$ cat config.mk
export PLATFORM = sky130hd
export DESIGN_NAME = network_scheduler
export DESIGN_NICKNAME = d
export VERILOG_FILES = /design/src/rtl/network_scheduler.sv
export SDC_FILE = /design/constraint.sdc
export NUM_CORES = 1
export LEC_CHECK = 0
export CORE_AREA = 3 3 240 242
export DETAILED_ROUTE_END_ITERATION = 10
export DIE_AREA = 0 0 243 245
export PLACE_DENSITY = 0.6
export SLEW_MARGIN = 20
export SYNTH_ARGS = -nofsm -noshare
export SYNTH_HDL_FRONTEND = slang
export SYNTH_SLANG_ARGS = --single-unit
export TNS_END_PERCENT = 10
$ cat constraint.sdc
create_clock -name clk -period 5.53 [get_ports clk]
set_clock_uncertainty 0.05 [all_clocks]
set_input_delay 1.106 -clock clk [delete_from_list [all_inputs] [get_ports clk]]
set_output_delay 1.106 -clock clk [all_outputs]
set_load 0.05 [all_outputs]
$ cat src/rtl/network_scheduler.sv
// Round-robin arbiter that time-shares one network inference instance between NREQ requesters,
// sequencing load, watchdogged wait, response handshake and a one-cycle network reset.
module network_scheduler #(
    parameter int unsigned NREQ    = 4,
    parameter int unsigned DW      = 120,
    parameter int unsigned TIMEOUT = 4096
) (
    input  logic                    clk,
    input  logic                    rst,
    input  logic [NREQ-1:0]         req,
    input  logic [NREQ*DW-1:0]      req_d,
    output logic [NREQ-1:0]         gnt,
    output logic                    rsp_valid,
    input  logic                    rsp_ready,
    output logic [$clog2(NREQ)-1:0] rsp_id,
    output logic [3:0]              rsp_q,
    output logic                    rsp_err,
    output logic                    net_load,
    output logic [DW-1:0]           net_d,
    input  logic                    net_valid,
    input  logic [3:0]              net_q,
    output logic                    net_rst
);

    localparam int unsigned IDW = $clog2(NREQ);
    localparam int unsigned TW  = $clog2(TIMEOUT);

    typedef enum logic [2:0] {S_IDLE, S_ISSUE, S_WAIT, S_RESP, S_FLUSH} state_t;

    state_t          r_state, w_state_nxt;
    logic [NREQ-1:0] r_gnt, w_gnt_nxt;
    logic            r_net_load, w_net_load_nxt;
    logic [DW-1:0]   r_net_d, w_net_d_nxt;
    logic [IDW-1:0]  r_cur_id, w_cur_id_nxt;
    logic [IDW-1:0]  r_last, w_last_nxt;
    logic [TW-1:0]   r_timer, w_timer_nxt, w_timer_inc;
    logic            r_rsp_valid, w_rsp_valid_nxt;
    logic [IDW-1:0]  r_rsp_id, w_rsp_id_nxt;
    logic [3:0]      r_rsp_q, w_rsp_q_nxt;
    logic            r_rsp_err, w_rsp_err_nxt;
    logic            r_net_rst, w_net_rst_nxt;

    logic            w_found;
    logic [IDW-1:0]  w_pick;
    logic [DW-1:0]   w_pick_d;
    logic [DW-1:0]   w_slot [NREQ];

    for (genvar gi = 0; gi < int'(NREQ); gi++) begin : g_slot
        assign w_slot[gi] = req_d[gi*DW +: DW];
    end

    // First active requester after the last one granted, wrapping at NREQ
    always_comb begin : p_pick
        int             cand;
        logic [IDW-1:0] cand_id;
        w_found  = 1'b0;
        w_pick   = '0;
        w_pick_d = '0;
        cand     = 0;
        cand_id  = '0;
        for (int k = 1; k <= int'(NREQ); k++) begin
            cand = int'(r_last) + k;
            if (cand >= int'(NREQ)) begin
                cand = cand - int'(NREQ);
            end
            cand_id = IDW'(cand);
            if (!w_found && req[cand_id]) begin
                w_found  = 1'b1;
                w_pick   = cand_id;
                w_pick_d = w_slot[cand_id];
            end
        end
    end

    // Timer counts cycles since net_load and sticks at all-ones
    assign w_timer_inc = (r_timer == {TW{1'b1}}) ? r_timer : r_timer + TW'(1);

    always_comb begin : p_fsm
        w_state_nxt     = r_state;
        w_gnt_nxt       = '0;
        w_net_load_nxt  = 1'b0;
        w_net_d_nxt     = r_net_d;
        w_cur_id_nxt    = r_cur_id;
        w_last_nxt      = r_last;
        w_timer_nxt     = r_timer;
        w_rsp_valid_nxt = r_rsp_valid;
        w_rsp_id_nxt    = r_rsp_id;
        w_rsp_q_nxt     = r_rsp_q;
        w_rsp_err_nxt   = r_rsp_err;
        w_net_rst_nxt   = 1'b0;
        case (r_state)
            S_IDLE: begin
                if (w_found) begin
                    w_state_nxt    = S_ISSUE;
                    w_gnt_nxt      = NREQ'(1) << w_pick;
                    w_net_load_nxt = 1'b1;
                    w_net_d_nxt    = w_pick_d;
                    w_cur_id_nxt   = w_pick;
                    w_last_nxt     = w_pick;
                    w_timer_nxt    = '0;
                end
            end
            S_ISSUE: begin
                w_state_nxt = S_WAIT;
                w_timer_nxt = w_timer_inc;
            end
            S_WAIT: begin
                w_timer_nxt = w_timer_inc;
                if (net_valid) begin
                    w_state_nxt     = S_RESP;
                    w_rsp_valid_nxt = 1'b1;
                    w_rsp_id_nxt    = r_cur_id;
                    w_rsp_q_nxt     = net_q;
                    w_rsp_err_nxt   = 1'b0;
                end else if (r_timer == TW'(TIMEOUT - 1)) begin
                    w_state_nxt     = S_RESP;
                    w_rsp_valid_nxt = 1'b1;
                    w_rsp_id_nxt    = r_cur_id;
                    w_rsp_q_nxt     = 4'hF;
                    w_rsp_err_nxt   = 1'b1;
                end
            end
            S_RESP: begin
                if (rsp_ready) begin
                    w_state_nxt     = S_FLUSH;
                    w_rsp_valid_nxt = 1'b0;
                    w_net_rst_nxt   = 1'b1;
                end
            end
            S_FLUSH: begin
                w_state_nxt = S_IDLE;
            end
            default: begin
                w_state_nxt = S_IDLE;
            end
        endcase
    end

    always_ff @(posedge clk or posedge rst) begin
        if (rst) begin
            r_state <= S_IDLE;
        end else begin
            r_state <= w_state_nxt;
        end
    end

    // Network reset is held high in reset so the instance restarts clean on release
    always_ff @(posedge clk or posedge rst) begin
        if (rst) begin
            r_gnt       <= '0;
            r_net_load  <= 1'b0;
            r_net_d     <= '0;
            r_cur_id    <= '0;
            r_last      <= IDW'(NREQ - 1);
            r_timer     <= '0;
            r_rsp_valid <= 1'b0;
            r_rsp_id    <= '0;
            r_rsp_q     <= '0;
            r_rsp_err   <= 1'b0;
            r_net_rst   <= 1'b1;
        end else begin
            r_gnt       <= w_gnt_nxt;
            r_net_load  <= w_net_load_nxt;
            r_net_d     <= w_net_d_nxt;
            r_cur_id    <= w_cur_id_nxt;
            r_last      <= w_last_nxt;
            r_timer     <= w_timer_nxt;
            r_rsp_valid <= w_rsp_valid_nxt;
            r_rsp_id    <= w_rsp_id_nxt;
            r_rsp_q     <= w_rsp_q_nxt;
            r_rsp_err   <= w_rsp_err_nxt;
            r_net_rst   <= w_net_rst_nxt;
        end
    end

    assign gnt       = r_gnt;
    assign net_load  = r_net_load;
    assign net_d     = r_net_d;
    assign rsp_valid = r_rsp_valid;
    assign rsp_id    = r_rsp_id;
    assign rsp_q     = r_rsp_q;
    assign rsp_err   = r_rsp_err;
    assign net_rst   = r_net_rst;

endmodule

# Yosys cells after proc, flatten, opt, wreduce, memory -nomap -nowiden
# Cells that the tools add are included.
[totals] reg_bits=153 out_inout_bits=134 word_cells=121 in_bits=492
[classes] add_sub_neg=9 reduce_logical=16 n_eq_ne=8 n_lt_le_gt_ge=12 mux=59 bitwise_logic=4 n_shift=1
[op_table] operator="120-bit 2-to-1 mux" count=12
[op_table] operator="120-bit binary-select mux with 2-bit select" count=4
[op_table] operator="12-bit 2-to-1 mux" count=2
[op_table] operator="12-bit one-hot mux with 2 select lines" count=1
[op_table] operator="3-bit greater-or-equal comparator, second input constant" count=7
[op_table] operator="2-bit 2-to-1 mux" count=10
[op_table] operator="1-bit 2-to-1 mux" count=16
[op_table] operator="4-bit 2-to-1 mux" count=4
[op_table] operator="12-bit by 1-bit adder with 12-bit output, second input constant" count=1
[op_table] operator="12-bit equality test, second input constant" count=1
[op_table] operator="2-bit by 3-bit < comparator with 1-bit output, second input constant" count=4
[op_table] operator="3-bit 2-to-1 mux" count=4
[op_table] operator="2-bit NOT with 3-bit output" count=4
[op_table] operator="3-bit one-hot mux with 4 select lines" count=1
[op_table] operator="3-bit AND reduction" count=3
[op_table] operator="1-bit binary-select mux with 2-bit select" count=4
[op_table] operator="2-bit by 1-bit subtractor with 2-bit output, second input constant" count=4
[op_table] operator="2-bit by 2-bit adder with 3-bit output, second input constant" count=2
[op_table] operator="3-bit by 2-bit equality test with 1-bit output, second input constant" count=2
[op_table] operator="2-bit inequality test, second input constant" count=3
[op_table] operator="2-bit nonzero test" count=3
[op_table] operator="2-bit by 3-bit adder with 4-bit output, second input constant" count=1
[op_table] operator="4-bit by 3-bit greater-or-equal comparator with 1-bit output, second input constant" count=1
[op_table] operator="2-bit AND reduction" count=2
[op_table] operator="other kinds (9)" count=13

# Longest topological paths before layout
[logic_depth] ltp_word=18 depth_mapped=9

# Worst setup path after synthesis
# Ideal clock, no wire load.
[synth_timing] kind="in2reg" from="input req[3]" to="register r_net_d[100] (netlist: net_d[100])" required_time_ns=5.346 path_slack_ns=2.879 cell_stages=7 arrival_ns=2.467 setup_ns=0.134 n_path_buf=2 path_cell_list="buf_6 > nor2b_2 > mux4_2 > buf_4 > a22o_1 > a221oi_2 > a31oi_1"
[synth_between] elab_chain_len=13 word_cells_on_any_way=23 cone_classes="mux: 16; reduce/logical: 7"
[synth_lines] item="from (decl)" line="10" text="input logic [NREQ-1:0] req,"
[synth_lines] item="1-bit binary-select mux with 2-bit select" line="67" text="if (!w_found && req[cand_id]) begin"
[synth_lines] item="1-bit 2-to-1 mux (implied by the code)" line="67"
[synth_lines] item="1-bit 2-to-1 mux" line="67"
[synth_lines] item="1-bit logical NOT" line="67"
[synth_lines] item="1-bit logical AND" line="67"
[synth_lines] item="1-bit 2-to-1 mux" line="67"
[synth_lines] item="1-bit logical NOT" line="67"
[synth_lines] item="1-bit logical AND" line="67"
[synth_lines] item="1-bit 2-to-1 mux" line="67"
[synth_lines] item="1-bit logical NOT" line="67"
[synth_lines] item="1-bit logical AND" line="67"
[synth_lines] item="1-bit 2-to-1 mux" line="67"
[synth_lines] item="2-bit AND reduction (no line)"
[synth_lines] item="to (signal assigned)" line="164" text="r_net_d <= w_net_d_nxt;"
[synth_lines] item="to (decl)" line="33" text="logic [DW-1:0] r_net_d, w_net_d_nxt;"
# Several ways; a longest one is shown, not always the timed one. The select of a mux whose other input is x is not followed.
# A chain may end at the register's enable or synchronous reset.

# Worst setup path after layout
[layout_timing] from="input req[0]" to="register r_net_d[70] (netlist: net_d[70])"
# Same word-level chain as after synthesis.

==> impl_metrics.ini <==
[die]
die_h_um = 245
dieArea_um2 = 59540
io_pins = 626
rows = 86
start_util_pct = 26.19
core-area_um2 = 55310
fp.dieW_um = 243

[timing]
fin_crit_sh_pct = 70.89
min_period_ps = 3920
finalWorstSetupSlack_ps = 1610
slew-limit-headroom_pct = 23.57
fin_setup_tns_ps = 0
drv_slew = 0
hold_viol = 0
tightestPinTransition_ps = 1146
setup_violations = 0
rsz0062_at_grt = false
max_freq_mhz = 255.1

[cells_and_area]
nets = 2409
drive_above_1_share_pct = 10.89
syn_to_final_growth_pct = 51.05

[routing]
vias = 16870
antenna_left = 0
viasPerCell = 6.279
drt_wl_total_um = 73530
drt_iter0_markers = 1487
wl_per_cell_um = 27.37
drcViolationCount = 0
firstDrtPassIters = 8

[setup_path]
crit_arrival_ps = 4250
cp-start-kind = input port
cp_num_buf_inv = 3
path_cells = clkdlybuf4s50_1 -> nor2b_1 -> mux4_4 -> buf_16 -> buf_12 -> nand2_1 -> o211ai_1 -> o22a_1
crit_required_ps = 5860
cpPeakStageDelay_ps = 960
critical_path_class = input port to flip-flop
end_kind = flip-flop
cp_top_family = buffers and inverters
critPathMaxFanout = 43
critical_path.slowest_cell = mux4_4

[yosys]
yosys.area_share.adder_pct = 0.08637
synthesis.nets = 1923
synth_edf_count = 0
synth-xor-area-share_pct = 0.1814
syn_avg_cell_area_um2 = 10.13
synthCells = 1430
synth_flop_cell = dfrtp_1
ys_seq_area_share_pct = 26.46
synth_cell_types = 59
muxShareOfSynthArea_pct = 24.15
synth_top_family_by_area = compound AO/OA/AOI/OAI gates
ys_warn_count = 0
synth_compound_area_share_pct = 36.40
synth_seq_cells = 153
netlist_area_um2 = 14490
ys_async_sr_fraction_pct = 100.0
yosys.area_share.simple_pct = 6.296

[clocking]
clock_latency_ps = 490
cts_setup_buffers = 0
cts_tree = done
cts_resized = 0
cts_num_sinks = 153
clkSlewWorstSetupHoldPaths_ps = 80
root_buffer = clkbuf_16
clk_path_buf_depth = 2
cts_made_buffers = 17
cts_hold_buffers = 0
htree_levels = 4

[power_and_ir_drop]
p_leak_nw = 7.556
pwr-share-comb_pct = 70.2
vdd_drop_max_mv = 0.4126
p_per_area_nw_per_um2 = 531.4
internal_power_mw = 5.702
p_seq_share_pct = 18.8
p_clk_share_pct = 11.0
power.share.switching_pct = 50.96
p_sw_mw = 5.925

[grt]
grt_max_degree = 135
grt_pass1_vias = 16830
grt-ovfl-total = 0
track_usage_pct = 23.66
antenna_found_initial = 14
grt_first_pass_wirelength_um = 109200

[run]
max_cap_viol_count = 0

[placed_design]
place_ws_ps = 1174
gp_congestion = 0.8828
dp_hpwl_um = 48580
portBuffers = 625

[outcome]
status = finished clean

[hold_path]
hold_path.class = flip-flop to flip-flop
[flip-flops by register name, indices dropped and copies added, names as in the netlist]
register / count
r_state: 3
r_last: 2
r_timer: 12
r_cur_id: 2
net_rst: 1
rsp_err: 1
net_load: 1
gnt: 4
rsp_id: 2
net_d: 120
rsp_valid: 1
rsp_q: 4
[routing by layer]
metal	track usage, %	vias up	routed length, um
met5	0	-	10
met4	8.840	2	2022
met3	6.183	108	6852
met2	40.12	1041	36740
met1	28.91	8532	27900
li1	-	7189	-
[worst reg2reg max path, cell delays in order, from the launching register on]
cell and delay, ps:
dfstp_4 980, inv_2 190, buf_4 430, nor4b_2 440
buf_4 800, a22oi_1 290, o211ai_1 140, o22a_1 170
[cells by family (layout without fill, tap and decap cells)]
family          count (synthesis)  count (layout)
xor+xnor                        3               3
mux                           198             198
flops                         153             153
other cells                     0              10
compound gates                675             675
simple gates                  204             204
fa+ha+maj                       1               1
buf+inv                       196             695
[power by group through the flow]
stage               logic [mW]  registers [mW]  clock network (mW)
floorplan                 4.08            3.62                   0
global placement          8.01            2.19                   0
detailed placement        8.15            2.20                   0
CTS                       8.17            2.18                1.34
global route              8.65            2.25                1.37
finish                    8.16            2.18                1.28
[layout by cell type (no fill, tap or decap), types with 10 or more instances in the layout]
cell             count
a221oi_1           193
a222oi_1            45
a22oi_1            118
a31oi_1             49
buf_4               22
clkbuf_16           17
clkdlybuf4s50_1    625
dfrtp_1            150
diode_2             10
mux2i_1             75
mux4_2             120
nand2_1             90
nor2_1              66
o211ai_1            75
o21ai_0             85
o22a_1              77
[per-stage QoR]
stage	hold WS [ps]	util [%]	std cells	area, um^2	power (mW)
final	445.7	39.56	2687	21880	11.63
after global routing	466.8	39.55	2685	21880	12.28
after CTS	452.2	39.43	2675	21810	11.69
after detailed placement	433.1	38.34	2643	21210	10.35
after global placement	423.6	38.30	2642	21180	10.20
after floorplan	394.0	-	1430	14490	7.699
[synthesized netlist by cell type, drive strengths merged, types with 66 or more instances]
master | number | area (um^2)
a221oi | 194 | 1705
dfrtp | 150 | 3754
mux4 | 121 | 2725
a22oi | 118 | 885.9
buf | 99 | 568.1
clkbuf | 92 | 345.3
nand2 | 91 | 341.6
o21ai | 85 | 425.4
o22a | 77 | 674.4
mux2i | 75 | 750.7
o211ai | 75 | 563.0
nor2 | 66 | 247.7
[layout make-up]
type,instances,area [um^2]
Antenna cell,10,25.02
Clock buffer,17,425.4
Clock inverter,15,175.2
Fill cell,5472,33430
Inverter,5,28.78
Multi-Input combinational cell,1081,9794
Sequential cell,153,3840
Tap cell,748,935.9
Timing Repair Buffer,658,6656
[final timing paths]
check                      slack, ps                  start  cells after the start                     to
setup / recovery                1610                 req[0]                      8  net_d[70]$_DFFE_PP0P_
hold / removal                   450   rsp_q[2]$_DFFE_PP0P_                      1   rsp_q[2]$_DFFE_PP0P_
setup reg to reg                1970  r_last[0]$_DFFE_PP1P_                      7  net_d[21]$_DFFE_PP0P_
hold reg to reg                  450   rsp_q[2]$_DFFE_PP0P_                      1   rsp_q[2]$_DFFE_PP0P_
max in group asynchronous       3260                    rst                      3  net_d[91]$_DFFE_PP0P_
min in group asynchronous       1140                    rst                      2  net_d[74]$_DFFE_PP0P_
Note: power is estimated with default switching activity, not from simulation.
